[config.mk]
export PLATFORM = sky130hd
export DESIGN_NAME = booth_operand_sequencer
export DESIGN_NICKNAME = d
export VERILOG_FILES = /design/src/rtl/booth_seq_pkg.sv /design/src/rtl/sync_fifo.sv /design/src/rtl/booth_operand_sequencer.sv
export SDC_FILE = /design/constraint.sdc
export NUM_CORES = 1
export LEC_CHECK = 0
export ABC_AREA = 0
export BUFFER_PORTS_ARGS = -buffer_cell sky130_fd_sc_hd__buf_2
export CORE_MARGIN = 1
export CORE_UTILIZATION = 40
export CTS_CLUSTER_DIAMETER = 80
export CTS_CLUSTER_SIZE = 28
export DETAILED_ROUTE_END_ITERATION = 10
export PLACE_DENSITY = 0.7
export SLEW_MARGIN = 20
export SYNTH_ARGS = -nofsm -noshare
export SYNTH_HDL_FRONTEND = slang
export SYNTH_SLANG_ARGS = --single-unit
[constraint.sdc]
create_clock -name clk -period 2.85 [get_ports clk]
set_input_delay 0.1425 -clock clk [delete_from_list [all_inputs] [get_ports clk]]
set_output_delay 0.1425 -clock clk [all_outputs]
set_load 0.01 [all_outputs]
[src/rtl/booth_seq_pkg.sv]
// Shared types and default sizing for the Booth operand sequencer and its bench.
package booth_seq_pkg;

   localparam int DEFAULT_N          = 32;
   localparam int DEFAULT_DEPTH      = 4;
   localparam int DEFAULT_START_HOLD = 2;
   localparam int DEFAULT_MUL_LAT    = 20;

   typedef enum logic [2:0] {
      S_IDLE,
      S_ISSUE,
      S_WAIT,
      S_CAPTURE,
      S_DONE
   } state_t;

   typedef struct packed {
      logic [DEFAULT_N-1:0] a;
      logic [DEFAULT_N-1:0] b;
   } operand_t;

endpackage

[src/rtl/sync_fifo.sv]
// Generic synchronous FIFO: push/pop same cycle allowed, read data is the current head (no read latency).
// Pushes while full and pops while empty are ignored; reset is synchronous active-low.
module sync_fifo #(
   parameter int WIDTH = 8,
   parameter int DEPTH = 4,
   localparam int AW   = $clog2(DEPTH)
)(
   input  logic             clk,
   input  logic             reset,
   input  logic             push,
   input  logic [WIDTH-1:0] push_data,
   input  logic             pop,
   output logic [WIDTH-1:0] pop_data,
   output logic             full,
   output logic             empty,
   output logic [AW:0]      count
);

   logic [WIDTH-1:0] mem [DEPTH];
   logic [AW-1:0]    wr_ptr;
   logic [AW-1:0]    rd_ptr;
   logic             do_push;
   logic             do_pop;

   assign full     = (count == (AW+1)'(DEPTH));
   assign empty    = (count == '0);
   assign do_push  = push && !full;
   assign do_pop   = pop && !empty;
   assign pop_data = mem[rd_ptr];

   // Storage has no reset; only pointers and count define validity.
   always_ff @(posedge clk) begin
      if (do_push)
         mem[wr_ptr] <= push_data;
   end

   always_ff @(posedge clk) begin
      if (!reset) begin
         wr_ptr <= '0;
         rd_ptr <= '0;
         count  <= '0;
      end else begin
         if (do_push)
            wr_ptr <= wr_ptr + AW'(1);
         if (do_pop)
            rd_ptr <= rd_ptr + AW'(1);
         case ({do_push, do_pop})
            2'b10:   count <= count + (AW+1)'(1);
            2'b01:   count <= count - (AW+1)'(1);
            default: count <= count;
         endcase
      end
   end

endmodule

[src/rtl/booth_operand_sequencer.sv]
// Queues operand pairs, drives the Booth multiplier with a held start pulse, and returns products on valid/ready.
// Result appears START_HOLD+MUL_LAT+2 cycles after a pop; out_ready low parks the FSM in DONE.
module booth_operand_sequencer
   import booth_seq_pkg::*;
#(
   parameter int N          = DEFAULT_N,
   parameter int DEPTH      = DEFAULT_DEPTH,
   parameter int START_HOLD = DEFAULT_START_HOLD,
   parameter int MUL_LAT    = DEFAULT_MUL_LAT
)(
   input  logic           clk,
   input  logic           reset,
   input  logic           enable,
   input  logic           in_valid,
   output logic           in_ready,
   input  logic [N-1:0]   in_a,
   input  logic [N-1:0]   in_b,
   output logic [N-1:0]   mul_a,
   output logic [N-1:0]   mul_b,
   output logic           mul_start,
   output logic           mul_enable,
   output logic           mul_reset,
   input  logic [2*N-1:0] mul_product,
   output logic           out_valid,
   input  logic           out_ready,
   output logic [2*N-1:0] out_product,
   output logic           busy
);

   localparam int HOLD_W = $clog2(START_HOLD) + 1;
   localparam int WAIT_W = $clog2(MUL_LAT) + 1;
   localparam int CNT_W  = $clog2(DEPTH) + 1;

   state_t              state;
   state_t              state_nxt;
   logic [HOLD_W-1:0]   hold_cnt;
   logic [WAIT_W-1:0]   wait_cnt;

   logic                fifo_push;
   logic                fifo_pop;
   logic [2*N-1:0]      fifo_head;
   logic                fifo_full;
   logic                fifo_empty;
   logic [CNT_W-1:0]    fifo_count;

   logic                pop_req;
   logic                end_hold;
   logic                do_capture;
   logic                do_release;

   assign mul_enable = enable;
   assign mul_reset  = ~reset;
   // No look-ahead on a same-cycle pop: a full FIFO refuses even if it is draining.
   assign in_ready   = reset && enable && !fifo_full;
   assign fifo_push  = in_valid && in_ready;
   assign fifo_pop   = pop_req && enable;
   assign busy       = (state != S_IDLE) || (fifo_count != '0);

   sync_fifo #(
      .WIDTH (2*N),
      .DEPTH (DEPTH)
   ) u_fifo (
      .clk       (clk),
      .reset     (reset),
      .push      (fifo_push),
      .push_data ({in_a, in_b}),
      .pop       (fifo_pop),
      .pop_data  (fifo_head),
      .full      (fifo_full),
      .empty     (fifo_empty),
      .count     (fifo_count)
   );

   always_ff @(posedge clk) begin
      if (!reset)
         state <= S_IDLE;
      else if (enable)
         state <= state_nxt;
   end

   always_comb begin
      state_nxt  = state;
      pop_req    = 1'b0;
      end_hold   = 1'b0;
      do_capture = 1'b0;
      do_release = 1'b0;
      case (state)
         S_IDLE: begin
            if (!fifo_empty) begin
               pop_req   = 1'b1;
               state_nxt = S_ISSUE;
            end
         end
         S_ISSUE: begin
            if (hold_cnt == HOLD_W'(START_HOLD - 1)) begin
               end_hold  = 1'b1;
               state_nxt = S_WAIT;
            end
         end
         S_WAIT: begin
            if (wait_cnt == WAIT_W'(MUL_LAT - 1))
               state_nxt = S_CAPTURE;
         end
         S_CAPTURE: begin
            do_capture = 1'b1;
            state_nxt  = S_DONE;
         end
         S_DONE: begin
            if (out_valid && out_ready) begin
               do_release = 1'b1;
               state_nxt  = S_IDLE;
            end
         end
         default: state_nxt = S_IDLE;
      endcase
   end

   // The multiplier has no done flag, so the product is sampled purely on elapsed cycles.
   always_ff @(posedge clk) begin
      if (!reset) begin
         mul_a       <= '0;
         mul_b       <= '0;
         mul_start   <= 1'b0;
         hold_cnt    <= '0;
         wait_cnt    <= '0;
         out_valid   <= 1'b0;
         out_product <= '0;
      end else if (enable) begin
         if (pop_req) begin
            mul_a     <= fifo_head[2*N-1:N];
            mul_b     <= fifo_head[N-1:0];
            mul_start <= 1'b1;
            hold_cnt  <= '0;
         end
         if (state == S_ISSUE)
            hold_cnt <= hold_cnt + HOLD_W'(1);
         if (end_hold) begin
            mul_start <= 1'b0;
            wait_cnt  <= '0;
         end
         if (state == S_WAIT)
            wait_cnt <= wait_cnt + WAIT_W'(1);
         if (do_capture) begin
            out_product <= mul_product;
            out_valid   <= 1'b1;
         end
         if (do_release)
            out_valid <= 1'b0;
      end
   end

endmodule

==> results of run 1 <==
## metrics by stage
stage	setup WS (ns)	hold slack [ns]	total power [uW]	instances	area [um^2]
2_1_floorplan	0.0259	0.241	8120	1021	14700
3_3_place_gp	0.682	0.354	8790	1706	16600
3_5_place_dp	0.654	0.362	8820	1706	16600
4_1_cts	0.622	0.0419	12400	1874	18600
5_1_grt	0.440	0.0876	12800	1878	18600
6_report	0.608	0.0667	12200	1878	18600
## metal layers
| metal | share of wire, % | vias to the layer above | global-route usage, % | wire (um) |
|---|---|---|---|---|
| li1 | - | 4433 | - | - |
| met1 | 42 | 4592 | 22.1 | 13800 |
| met2 | 48 | 355 | 30.3 | 16000 |
| met3 | 7.3 | 46 | 3.90 | 2420 |
| met4 | 2.7 | 0 | 4.67 | 889 |
| met5 | 0 | - | 0 | 0 |
## flip-flops by register name, indices dropped and copies added (netlist names)
register / count
state: 3
mul_b: 32
out_valid: 1
u_fifo.count: 3
mul_start: 1
u_fifo.mem: 256
out_product: 64
wait_cnt: 6
mul_a: 32
u_fifo.rd_ptr: 2
u_fifo.wr_ptr: 2
hold_cnt: 2
## final timing paths
check / endpoint / depth (start not counted)
worst max-delay path: u_fifo.count[2]$_SDFFE_PN0P_ / 9
worst min-delay path: state[1]$_SDFFE_PN0P_ / 4
worst max register to register: u_fifo.count[2]$_SDFFE_PN0P_ / 9
worst min register to register: out_product[6]$_SDFFE_PN0P_ / 2
## cell families after synthesis
kind of cell / synth area share (%)
adder cells (fa/ha/maj): 0.730
multiplexers: 9.92
AND/OR/NAND/NOR: 8.63
XOR/XNOR: 0.535
buffers and inverters: 2.68
flip-flops: 72.3
AO/OA/AOI/OAI: 5.21
## worst min-delay path, stage by stage
cell and delay (ns):
sky130_fd_sc_hd__buf_2 0.17, sky130_fd_sc_hd__o21ai_0 0.11, sky130_fd_sc_hd__nand2_1 0.08, sky130_fd_sc_hd__a21oi_1 0.06
## cell usage in the layout (no fill, tap or decap), drive strengths merged, types with 3 or more instances in the layout
cell type,instances
nand3,3
clkbuf,28
buf,287
edfxtp,256
nor2,20
and2,6
nand2,266
a21oi,137
dfxtp,148
o21ai,3
dlygate4sd3,131
or3,3
xor2,7
inv,17
diode,4
mux4,64
ha,7
## repair_timing
action / 4_1_cts / 5_1_grt
hold endpoints to repair: 326 / 0
endpoints found under the setup margin: 0 / 0
hold buffers: 131 / 0
## power by group through the flow
stage               combinational (uW)  sequential (uW)  clock, uW
finish                            2110             6670       3430
detailed placement                2010             6810          0
global placement                  1990             6800          0
global route                      2330             6720       3740
floorplan                         1310             6810          0
CTS                               2160             6680       3560
## area by class of cell
| class | count | area (um^2) | area share (%) |
|---|---|---|---|
| clock buffer | 28 | 552 | 2.97 |
| inverter | 10 | 40.0 | 0.215 |
| multi-input combinational | 544 | 3710 | 20.0 |
| antenna | 4 | 10.0 | 0.0539 |
| sequential | 404 | 10700 | 57.4 |
| clock inverter | 9 | 123 | 0.660 |
| tap | 461 | 577 | 3.10 |
| timing repair buffer | 418 | 2910 | 15.7 |
==> run_summary.xml, run 1 <==
<?xml version="1.0" encoding="UTF-8"?>
<metrics>
  <group name="detailed_routing">
    <metric name="detailedRoute.firstPassIterationCount" unit="">5</metric>
    <metric name="wl_cell" unit="um">17.6</metric>
    <metric name="drt_iter0_drc" unit="">500</metric>
    <metric name="antenna_viol_nets_final" unit="">0</metric>
    <metric name="route.detailed.vias_per_inst" unit="">5.02</metric>
    <metric name="finalWirelength" unit="um">33100</metric>
    <metric name="detail_route.drc_violations" unit="">0</metric>
    <metric name="total_number_of_vias" unit="">9426</metric>
  </group>
  <group name="grt">
    <metric name="grt_pass1_vias" unit="">9488</metric>
    <metric name="global_route.overflow_total" unit="">0</metric>
    <metric name="maximum_number_of_pins_on_one_net_before_global_route_repair" unit="">79</metric>
    <metric name="grt_util_all_layers" unit="%">17.5</metric>
    <metric name="grt_first_pass_wirelength" unit="um">52200</metric>
    <metric name="antenna_violations_before_repair" unit="">4</metric>
  </group>
  <group name="synthesis">
    <metric name="netlist_area" unit="um^2">14700</metric>
    <metric name="synth_top_area_cell" unit="">sky130_fd_sc_hd__edfxtp_1</metric>
    <metric name="yosys_most_used_dff" unit="">sky130_fd_sc_hd__edfxtp_1</metric>
    <metric name="synth_edf_count" unit="">256</metric>
    <metric name="post_synth_most_frequent_cells" unit="">sky130_fd_sc_hd__nand2_1 (266), sky130_fd_sc_hd__edfxtp_1 (256), sky130_fd_sc_hd__dfxtp_1 (148)</metric>
    <metric name="synth_area_leaders" unit="">sky130_fd_sc_hd__edfxtp_1 (52%), sky130_fd_sc_hd__dfxtp_1 (20%), sky130_fd_sc_hd__mux4_2 (9.8%)</metric>
    <metric name="postSynth.asyncResetShare" unit="%">0</metric>
    <metric name="post-synth-top-count-cell" unit="">sky130_fd_sc_hd__nand2_1</metric>
    <metric name="ff_latch_count_synth" unit="">404</metric>
    <metric name="post_synth.cell_area_avg" unit="um^2">14.4</metric>
    <metric name="yosysWarningCount" unit="">0</metric>
    <metric name="post_synth_inst_count" unit="">1021</metric>
    <metric name="sequential_cell_area_fraction_in_the_yosys_report" unit="%">72.3</metric>
    <metric name="net_count_synth" unit="">1162</metric>
    <metric name="yosys.area.top_type_share" unit="%">52.2</metric>
    <metric name="synth_cell_types" unit="">41</metric>
  </group>
  <group name="sta">
    <metric name="worst_clock_skew" unit="ns">0.0235</metric>
    <metric name="slew_violations" unit="">0</metric>
    <metric name="totalNegativeSetupSlack" unit="ns">0</metric>
    <metric name="max_slew_margin" unit="%">45.2</metric>
    <metric name="max_freq" unit="GHz">0.446</metric>
    <metric name="setup_violations" unit="">0</metric>
    <metric name="hold_vio_cnt_final" unit="">0</metric>
    <metric name="worst_slew_pin_slew" unit="ns">0.822</metric>
    <metric name="post-route-min-period" unit="ns">2.24</metric>
    <metric name="min_period_over_period" unit="%">78.7</metric>
    <metric name="grt_setup_unrepaired" unit="">no</metric>
  </group>
  <group name="power_and_ir_drop">
    <metric name="irDropWorstVdd" unit="uV">476</metric>
    <metric name="p_int" unit="uW">8950</metric>
    <metric name="comb_power_share" unit="%">17.3</metric>
    <metric name="p_sw_share" unit="%">26.7</metric>
    <metric name="power_frac_seq" unit="%">54.6</metric>
    <metric name="p_leak" unit="uW">0.00664</metric>
    <metric name="total_switching_power" unit="uW">3260</metric>
    <metric name="clock_power_share" unit="%">28.1</metric>
    <metric name="power-per-cell-area" unit="nW/um^2">657</metric>
  </group>
  <group name="cells_and_area">
    <metric name="syn_to_final_growth" unit="%">26.1</metric>
    <metric name="final_net_count" unit="">1540</metric>
    <metric name="utilization" unit="%">51.7</metric>
    <metric name="num-fill-cells" unit="">2953</metric>
    <metric name="post_route_cells_drive_above_1_share" unit="%">27.9</metric>
  </group>
  <group name="critical_path">
    <metric name="critPathArrivalTime" unit="ns">2.70</metric>
    <metric name="setup.reg_to_reg.worst_slack" unit="ns">0.61</metric>
    <metric name="worst_ep_required_time" unit="ns">3.31</metric>
    <metric name="critPathBufInv" unit="">2</metric>
    <metric name="cp_slowest_cell" unit="">sky130_fd_sc_hd__dfxtp_1</metric>
    <metric name="cp-startpoint" unit="">state[1]$_SDFFE_PN0P_</metric>
    <metric name="critPathTopFamily" unit="">simple AND/OR/NAND/NOR gates</metric>
    <metric name="critical-path-max-stage-delay" unit="ns">0.44</metric>
    <metric name="critPathMaxFanout" unit="">14</metric>
    <metric name="worstSetupStartpointType" unit="">flop</metric>
    <metric name="critical_path.endpoint_type" unit="">flop</metric>
    <metric name="regToRegStartpoint" unit="">state[1]$_SDFFE_PN0P_</metric>
    <metric name="criticalPathCategory" unit="">flop to flop</metric>
    <metric name="worstPathCellList" unit="">nor2_1 &gt; nand3_4 &gt; inv_2 &gt; ha_1 &gt; inv_1 &gt; fa_1 &gt; xor2_1 &gt; or3_1 &gt; a21oi_1</metric>
  </group>
  <group name="floorplan">
    <metric name="floorplan.die.width" unit="um">194</metric>
    <metric name="die_y" unit="um">194</metric>
    <metric name="start_util" unit="%">41.0</metric>
    <metric name="placement_rows" unit="">69</metric>
    <metric name="dieArea" unit="um^2">37600</metric>
    <metric name="core" unit="um^2">35900</metric>
    <metric name="num_io_pins" unit="">267</metric>
  </group>
  <group name="clocking">
    <metric name="level_count_of_the_clock_h_tree" unit="">1</metric>
    <metric name="cts_root_buffer" unit="">sky130_fd_sc_hd__clkbuf_16</metric>
    <metric name="tritoncts" unit="">built</metric>
    <metric name="clk_pin_slew" unit="ns">0.11</metric>
    <metric name="cts_made_buffers" unit="">21</metric>
    <metric name="number_of_setup_buffers_added_after_cts" unit="">0</metric>
    <metric name="cts.sinks" unit="">404</metric>
    <metric name="cts_buffer_depth" unit="">3</metric>
    <metric name="post_cts_resize_count" unit="">0</metric>
    <metric name="clkLatencyLatePin" unit="ns">0.55</metric>
  </group>
  <group name="place">
    <metric name="weighted_congestion_reported_at_the_end_of_routability_driven_placement" unit="">0.755</metric>
    <metric name="io_buffer_count" unit="">266</metric>
    <metric name="place.detailed.hpwl" unit="um">20400</metric>
  </group>
  <group name="run_status">
    <metric name="outcome" unit="">completed</metric>
  </group>
  <group name="run">
    <metric name="maxCapViolCount" unit="">0</metric>
  </group>
  <group name="worst_hold_path">
    <metric name="min_from" unit="">enable</metric>
    <metric name="timing.hold.worst.class" unit="">primary input to flop</metric>
  </group>
</metrics>
No activity file was read; power rests on OpenSTA's default activity.
==> run 2: changes to the inputs <==
Clock period 2.85 ns to 2 ns, I/O delays scaled along.
==> run 2 against run 1 <==
Largest cell class unchanged. Hold slack better by 0.011 ns. First-iteration DRC count fell by 2.0%. Die area is the same. Sequential share of layout area fell by 1.1 points. Combinational power increased by 59%. Non-clock buffer count grew 13. Via count grew 1.7%. Critical endpoint is now busy. Highest routed layer unchanged.
==> run_summary.xml, run 2 (same netlist as run 1, synthesis figures left out) <==
<?xml version="1.0" encoding="UTF-8"?>
<metrics>
  <group name="detailed_routing">
    <metric name="route.detailed.vias_per_inst" unit="">5.07</metric>
    <metric name="antenna_viol_nets_final" unit="">0</metric>
    <metric name="detail_route.drc_violations" unit="">0</metric>
    <metric name="drt_iter0_drc" unit="">490</metric>
    <metric name="wl_cell" unit="um">18.4</metric>
    <metric name="finalWirelength" unit="um">34800</metric>
    <metric name="detailedRoute.firstPassIterationCount" unit="">5</metric>
    <metric name="total_number_of_vias" unit="">9587</metric>
  </group>
  <group name="sta">
    <metric name="min_period_over_period" unit="%">99.8</metric>
    <metric name="slew_violations" unit="">0</metric>
    <metric name="worst_clock_skew" unit="ns">0.0305</metric>
    <metric name="setup_violations" unit="">0</metric>
    <metric name="post-route-min-period" unit="ns">2.00</metric>
    <metric name="max_slew_margin" unit="%">70.1</metric>
    <metric name="hold_vio_cnt_final" unit="">0</metric>
    <metric name="fin_ws" unit="ns">0.00438</metric>
    <metric name="max_freq" unit="GHz">0.501</metric>
    <metric name="worst_slew_pin_slew" unit="ns">0.449</metric>
    <metric name="grt_setup_unrepaired" unit="">yes</metric>
  </group>
  <group name="critical_path">
    <metric name="critical-path-max-stage-delay" unit="ns">0.46</metric>
    <metric name="critPathMaxFanout" unit="">4</metric>
    <metric name="regToRegStartpoint" unit="">state[1]$_SDFFE_PN0P_</metric>
    <metric name="critPathArrivalTime" unit="ns">1.90</metric>
    <metric name="critPathTopFamily" unit="">simple AND/OR/NAND/NOR gates</metric>
    <metric name="path_depth" unit="">3</metric>
    <metric name="cp_slowest_cell" unit="">sky130_fd_sc_hd__or4_4</metric>
    <metric name="r2r-end" unit="">u_fifo.count[2]$_SDFFE_PN0P_</metric>
    <metric name="worst_ep_required_time" unit="ns">1.90</metric>
    <metric name="critical_path.endpoint_type" unit="">output pin</metric>
    <metric name="setup.reg_to_reg.worst_slack" unit="ns">0.06</metric>
    <metric name="reg2reg_depth" unit="">9</metric>
    <metric name="worstPathCellList" unit="">or3_4 &gt; or4_4 &gt; buf_6</metric>
    <metric name="critPathBufInv" unit="">1</metric>
    <metric name="worstSetupStartpointType" unit="">flop</metric>
    <metric name="criticalPathCategory" unit="">flop to output pin</metric>
  </group>
  <group name="place">
    <metric name="weighted_congestion_reported_at_the_end_of_routability_driven_placement" unit="">0.793</metric>
    <metric name="place.detailed.hpwl" unit="um">21000</metric>
    <metric name="io_buffer_count" unit="">266</metric>
    <metric name="detailedPlace.worstSlack" unit="ns">-0.0172</metric>
    <metric name="dpl_cell_area" unit="um^2">16900</metric>
  </group>
  <group name="clocking">
    <metric name="clk_pin_slew" unit="ns">0.10</metric>
    <metric name="cts.sinks" unit="">404</metric>
    <metric name="tritoncts" unit="">built</metric>
    <metric name="level_count_of_the_clock_h_tree" unit="">1</metric>
    <metric name="cts_buffer_depth" unit="">3</metric>
    <metric name="cts_made_buffers" unit="">22</metric>
    <metric name="number_of_setup_buffers_added_after_cts" unit="">0</metric>
    <metric name="clkLatencyLatePin" unit="ns">0.55</metric>
    <metric name="cts_root_buffer" unit="">sky130_fd_sc_hd__clkbuf_16</metric>
  </group>
  <group name="cells_and_area">
    <metric name="mostFrequentLayoutCell" unit="">sky130_fd_sc_hd__nand2_1</metric>
    <metric name="largest-register" unit="">u_fifo.mem</metric>
    <metric name="flip_flop_count_of_the_largest_register_after_layout" unit="">256</metric>
    <metric name="syn_to_final_growth" unit="%">28.7</metric>
    <metric name="post_route_cells_drive_above_1_share" unit="%">29.4</metric>
    <metric name="num-fill-cells" unit="">2901</metric>
    <metric name="final_net_count" unit="">1554</metric>
    <metric name="final_cell_mix" unit="">sky130_fd_sc_hd__nand2_1 (266), sky130_fd_sc_hd__buf_2 (265), sky130_fd_sc_hd__edfxtp_1 (256)</metric>
    <metric name="stdcell_area" unit="um^2">19000</metric>
    <metric name="reg.largest.list" unit="">u_fifo.mem: 256 flops, out_product: 64 flops</metric>
  </group>
  <group name="power_and_ir_drop">
    <metric name="irDropWorstVdd" unit="uV">894</metric>
    <metric name="power-per-cell-area" unit="nW/um^2">946</metric>
    <metric name="p_leak" unit="uW">0.00679</metric>
  </group>
  <group name="grt">
    <metric name="antenna_violations_before_repair" unit="">3</metric>
    <metric name="grt_util_all_layers" unit="%">18.4</metric>
    <metric name="grt_first_pass_wirelength" unit="um">54400</metric>
    <metric name="global_route.overflow_total" unit="">0</metric>
    <metric name="maximum_number_of_pins_on_one_net_before_global_route_repair" unit="">67</metric>
    <metric name="grt_pass1_vias" unit="">9918</metric>
  </group>
  <group name="floorplan">
    <metric name="num_io_pins" unit="">267</metric>
    <metric name="placement_rows" unit="">69</metric>
    <metric name="dieArea" unit="um^2">37600</metric>
    <metric name="die_y" unit="um">194</metric>
    <metric name="floorplan.die.width" unit="um">194</metric>
    <metric name="core" unit="um^2">35900</metric>
    <metric name="start_util" unit="%">41.0</metric>
  </group>
  <group name="worst_hold_path">
    <metric name="timing.hold.worst.class" unit="">primary input to flop</metric>
    <metric name="min_from" unit="">enable</metric>
    <metric name="min_path_cells" unit="">4</metric>
    <metric name="min_delay_worst_endpoint" unit="">state[2]$_SDFFE_PN0P_</metric>
  </group>
  <group name="run_status">
    <metric name="outcome" unit="">completed</metric>
  </group>
  <group name="run">
    <metric name="maxCapViolCount" unit="">0</metric>
  </group>
</metrics>
## run 2: cell type report
class                           count  area [um^2]  area share [%]
Clock inverter                     10          163           0.858
Inverter                           10         42.5           0.224
Clock buffer                       28          594            3.13
Tap cell                          461          577            3.04
Antenna cell                        3         7.51          0.0396
Multi-Input combinational cell    544         3740            19.7
Sequential cell                   404        10700            56.2
Timing Repair Buffer              431         3180            16.8
## run 2: power breakdown
group          internal [uW]  switching [uW]  leakage, uW  total [uW]
logic                   1580            1780      0.00292        3360
registers               9220             211      0.00351        9440
clock network           2300            2850     0.000360        5150
total                  13100            4840      0.00679       17900
## run 2: worst min-delay path, delay by kind of cell
family          cells  cell delay, ns
buf+inv             2            0.28
simple gates        1            0.10
compound gates      1            0.08
## run 2: per-stage QoR
step	instances	hold slack, ns	power [uW]	utilization [%]	setup TNS (ns)
after floorplan	1021	0.199	11600	-	-36.16
after global placement	1720	0.312	12700	47.0	0
after detailed placement	1720	0.316	12800	47.0	-0.0172
after CTS	1888	0.0496	18200	52.8	-0.0285
after global routing	1891	0.0875	18800	52.8	-0.0625
final	1891	0.0776	17900	52.8	0
## run 2: worst max-delay path by stage
stage	slack, ns	startpoint	endpoint
floorplan	-0.14	u_fifo.count[0]$_SDFFE_PN0P_	u_fifo.mem[0][0]$_DFFE_PP_
global placement	0.04	u_fifo.count[0]$_SDFFE_PN0P_	u_fifo.count[2]$_SDFFE_PN0P_
detailed placement	-0.02	u_fifo.count[0]$_SDFFE_PN0P_	u_fifo.count[2]$_SDFFE_PN0P_
CTS	-0.03	u_fifo.count[0]$_SDFFE_PN0P_	busy
global route	-0.05	u_fifo.count[0]$_SDFFE_PN0P_	busy
finish	0.004	u_fifo.count[0]$_SDFFE_PN0P_	busy
## run 2: what timing repair did
action                     4_1_cts  5_1_grt
resized for setup                5        4
hold buffers                   130        0
pin swaps                        0        2
cloned                           0        0
setup endpoints to repair        2        3
hold endpoints to repair       328        0
## run 2: per-layer routing
layer,track usage [%],vias to the layer above,share of wire (%)
met4,5.26,0,2.8
met5,0,-,0
li1,-,4470,-
met1,22.2,4691,39
met3,4.09,52,7.3
met2,32.9,374,50
==> run 3: changes to the inputs <==
Settings changed: CORE_ASPECT_RATIO set to 0.6, CORE_UTILIZATION 40 to 50, PLACE_DENSITY 0.7 to 0.83, SYNTH_HIERARCHICAL set to 1.
==> run 3 against run 2 <==
The run now ends with negative setup slack left. Combinational power decreased by 71%. Register-to-register slack got worse by 0.43 ns. Total power decreased by 20%. Critical endpoint is now u_fifo/count[2]$_SDFFE_PN0P_. Cell count decreased by 0.21%. Critical path depth increased by 7.
==> run_summary.xml, run 3 <==
<?xml version="1.0" encoding="UTF-8"?>
<metrics>
  <group name="synthesis">
    <metric name="net_count_synth" unit="">1177</metric>
    <metric name="fraction_of_the_mapped_netlist_area_in_adder_cells" unit="%">0.722</metric>
    <metric name="postSynth.asyncResetShare" unit="%">0</metric>
    <metric name="yosysWarningCount" unit="">6</metric>
    <metric name="synth_edf_count" unit="">256</metric>
    <metric name="synth_cell_types" unit="">44</metric>
    <metric name="netlist_area" unit="um^2">14900</metric>
    <metric name="synth_top_area_cell" unit="">sky130_fd_sc_hd__edfxtp_1</metric>
    <metric name="synthMuxAreaShare" unit="%">10.0</metric>
    <metric name="sequential_cell_area_fraction_in_the_yosys_report" unit="%">71.7</metric>
    <metric name="yosys.area.top_type_share" unit="%">51.6</metric>
    <metric name="synth_xor_xnor_area_share" unit="%">0.294</metric>
    <metric name="post_synth_most_frequent_cells" unit="">sky130_fd_sc_hd__nand2_1 (267), sky130_fd_sc_hd__edfxtp_1 (256), sky130_fd_sc_hd__dfxtp_1 (150)</metric>
    <metric name="post-synth-top-count-cell" unit="">sky130_fd_sc_hd__nand2_1</metric>
    <metric name="synth_area_in_compound_gates" unit="%">5.51</metric>
    <metric name="yosys.area_share.simple" unit="%">8.65</metric>
    <metric name="post_synth.cell_area_avg" unit="um^2">14.4</metric>
    <metric name="synth_area_leaders" unit="">sky130_fd_sc_hd__edfxtp_1 (52%), sky130_fd_sc_hd__dfxtp_1 (20%), sky130_fd_sc_hd__mux4_2 (9.1%)</metric>
    <metric name="yosys_most_used_dff" unit="">sky130_fd_sc_hd__edfxtp_1</metric>
    <metric name="post_synth_inst_count" unit="">1036</metric>
    <metric name="ff_latch_count_synth" unit="">406</metric>
    <metric name="largest_family_of_logic_cells_by_synthesized_area" unit="">multiplexers</metric>
  </group>
  <group name="clocking">
    <metric name="cts.sinks" unit="">406</metric>
    <metric name="clkLatencyLatePin" unit="ns">0.53</metric>
    <metric name="tritoncts" unit="">built</metric>
    <metric name="level_count_of_the_clock_h_tree" unit="">1</metric>
    <metric name="cts_root_buffer" unit="">sky130_fd_sc_hd__clkbuf_16</metric>
    <metric name="clk_pin_slew" unit="ns">0.11</metric>
    <metric name="cts_made_buffers" unit="">18</metric>
    <metric name="cts_buffer_depth" unit="">3</metric>
  </group>
  <group name="worst_hold_path">
    <metric name="timing.hold.worst.class" unit="">primary input to flop</metric>
  </group>
  <group name="detailed_routing">
    <metric name="wl_cell" unit="um">19.4</metric>
    <metric name="detail_route.drc_violations" unit="">0</metric>
    <metric name="finalWirelength" unit="um">36500</metric>
    <metric name="route.detailed.vias_per_inst" unit="">5.30</metric>
    <metric name="total_number_of_vias" unit="">10000</metric>
    <metric name="antenna_viol_nets_final" unit="">0</metric>
    <metric name="detailedRoute.firstPassIterationCount" unit="">5</metric>
    <metric name="drt_iter0_drc" unit="">758</metric>
  </group>
  <group name="cells_and_area">
    <metric name="final_cells" unit="">1887</metric>
    <metric name="reg.largest.list" unit="">u_fifo/mem: 256 flops, out_product: 64 flops</metric>
    <metric name="stdcell_area" unit="um^2">19600</metric>
    <metric name="flip_flop_count_of_the_largest_register_after_layout" unit="">256</metric>
    <metric name="syn_to_final_growth" unit="%">31.7</metric>
    <metric name="final_net_count" unit="">1613</metric>
    <metric name="post_route_cells_drive_above_1_share" unit="%">30.5</metric>
    <metric name="largest-register" unit="">u_fifo/mem</metric>
    <metric name="final_cell_mix" unit="">sky130_fd_sc_hd__nand2_1 (267), sky130_fd_sc_hd__buf_2 (266), sky130_fd_sc_hd__edfxtp_1 (256)</metric>
    <metric name="mostFrequentLayoutCell" unit="">sky130_fd_sc_hd__nand2_1</metric>
  </group>
  <group name="sta">
    <metric name="post-route-min-period" unit="ns">2.37</metric>
    <metric name="fin_ws" unit="ns">-0.370</metric>
    <metric name="slew_violations" unit="">0</metric>
    <metric name="worst_slew_pin_slew" unit="ns">0.841</metric>
    <metric name="worst_clock_skew" unit="ns">0.0190</metric>
    <metric name="min_period_over_period" unit="%">118</metric>
    <metric name="hold_vio_cnt_final" unit="">0</metric>
    <metric name="max_slew_margin" unit="%">43.9</metric>
    <metric name="max_freq" unit="GHz">0.422</metric>
    <metric name="grt_setup_unrepaired" unit="">yes</metric>
    <metric name="hold-worst-slack" unit="ns">0.128</metric>
    <metric name="totalNegativeSetupSlack" unit="ns">-27.32</metric>
    <metric name="setup_violations" unit="">255</metric>
  </group>
  <group name="place">
    <metric name="place.detailed.hpwl" unit="um">20200</metric>
    <metric name="dpl_cell_area" unit="um^2">16900</metric>
    <metric name="weighted_congestion_reported_at_the_end_of_routability_driven_placement" unit="">0.775</metric>
    <metric name="io_buffer_count" unit="">266</metric>
    <metric name="place.detailed.instances" unit="">1677</metric>
  </group>
  <group name="power_and_ir_drop">
    <metric name="p_sw_share" unit="%">21.0</metric>
    <metric name="p_leak" unit="uW">0.00713</metric>
    <metric name="report.power.total" unit="uW">14300</metric>
    <metric name="total_switching_power" unit="uW">3020</metric>
    <metric name="power_frac_seq" unit="%">63.0</metric>
    <metric name="power-per-cell-area" unit="nW/um^2">730</metric>
    <metric name="p_int" unit="uW">11300</metric>
    <metric name="comb_power_share" unit="%">6.7</metric>
    <metric name="irDropWorstVdd" unit="uV">580</metric>
    <metric name="clock_power_share" unit="%">30.3</metric>
  </group>
  <group name="grt">
    <metric name="global_route.overflow_total" unit="">0</metric>
    <metric name="grt_first_pass_wirelength" unit="um">53100</metric>
    <metric name="grt_util_all_layers" unit="%">22.7</metric>
    <metric name="maximum_number_of_pins_on_one_net_before_global_route_repair" unit="">90</metric>
    <metric name="antenna_violations_before_repair" unit="">1</metric>
    <metric name="grt_pass1_vias" unit="">9752</metric>
  </group>
  <group name="run">
    <metric name="maxCapViolCount" unit="">0</metric>
  </group>
  <group name="floorplan">
    <metric name="dieArea" unit="um^2">30500</metric>
    <metric name="core" unit="um^2">29000</metric>
    <metric name="start_util" unit="%">51.4</metric>
    <metric name="placement_rows" unit="">48</metric>
    <metric name="floorplan.die.width" unit="um">225</metric>
    <metric name="num_io_pins" unit="">267</metric>
    <metric name="die_y" unit="um">136</metric>
  </group>
  <group name="critical_path">
    <metric name="worst_ep_required_time" unit="ns">2.46</metric>
    <metric name="critical_path.endpoint_type" unit="">flop</metric>
    <metric name="criticalPathCategory" unit="">flop to flop</metric>
    <metric name="worstSetupStartpointType" unit="">flop</metric>
    <metric name="critPathArrivalTime" unit="ns">2.83</metric>
    <metric name="critPathMaxFanout" unit="">2</metric>
  </group>
  <group name="run_status">
    <metric name="violations" unit="">negative setup slack</metric>
    <metric name="outcome" unit="">finished, violations left</metric>
  </group>
</metrics>
-- run 3: metrics by stage --
step | setup WS, ns | utilization, %
final | -0.370 | 67.7
after global routing | -0.455 | 67.7
after detailed placement | -0.493 | 58.1
after CTS | -0.348 | 65.4
after global placement | -0.436 | 58.1
after floorplan | -0.489 | -
-- run 3: what timing repair did --
item | in CTS | in global routing
resized for setup | 10 | 33
setup buffers | 2 | 21
hold endpoints to repair | 325 | 0
setup endpoints to repair | 105 | 313
hold buffers | 130 | 0
pin swaps | 1 | 6
cloned | 7 | 15
-- run 3: kinds of logic after synthesis --
kind of cell | count (synthesis)
DFF | 406
and+or+nand+nor | 314
AOI/OAI and AO/OA | 158
buffers and inverters | 77
muxes | 68
adders and majority gates | 8
xor gates and xnor gates | 5
-- run 3: path summary, 6_finish.rpt --
check             cells past startpoint  slack, ns                           end                    startpoint
hold / removal                        6       0.13      wait_cnt[0]$_SDFFE_PN0P_                        enable
hold reg to reg                       2       0.46  out_product[15]$_SDFFE_PN0P_  out_product[15]$_SDFFE_PN0P_
setup / recovery                     10      -0.37  u_fifo/count[2]$_SDFFE_PN0P_  u_fifo/count[0]$_SDFFE_PN0P_
setup reg to reg                     10      -0.37  u_fifo/count[2]$_SDFFE_PN0P_  u_fifo/count[0]$_SDFFE_PN0P_
-- run 3: area by class of cell --
class	instances	area, um^2
diodes	3	7.51
clock buffers	31	520
clock inverters	1	16.3
fillers	2014	9370
inverters	13	51.3
multi-input cells	553	3820
flip-flops and latches	406	10700
well taps	400	500
repair buffers	480	4020
-- run 3: worst max-delay path, stage by stage (launching register included) --
cell	delay, ns
sky130_fd_sc_hd__dfxtp_4	0.39
sky130_fd_sc_hd__nor3_4	0.05
sky130_fd_sc_hd__or4_4	0.49
sky130_fd_sc_hd__inv_2	0.07
sky130_fd_sc_hd__and2b_1	0.15
sky130_fd_sc_hd__ha_2	0.20
sky130_fd_sc_hd__inv_2	0.04
sky130_fd_sc_hd__fa_2	0.32
sky130_fd_sc_hd__xor2_1	0.15
sky130_fd_sc_hd__or3_1	0.31
sky130_fd_sc_hd__a21boi_1	0.13
-- run 3: power groups by stage --
stage	Sequential [uW]	Clock, uW	Combinational [uW]
detailed placement	9230	0	659
finish	9040	4340	959
global placement	9220	0	633
CTS	9040	4440	893
floorplan	9240	0	294
global route	9050	4710	1030
-- run 3: metal layers --
metal	vias to the layer above	track usage, %	share of wire, %	routed length [um]
met4	0	4.38	1.5	535
li1	4603	-	-	-
met5	-	0	0	0
met1	5037	31.5	43	15800
met3	39	4.19	6.2	2250
met2	325	37.7	49	17900
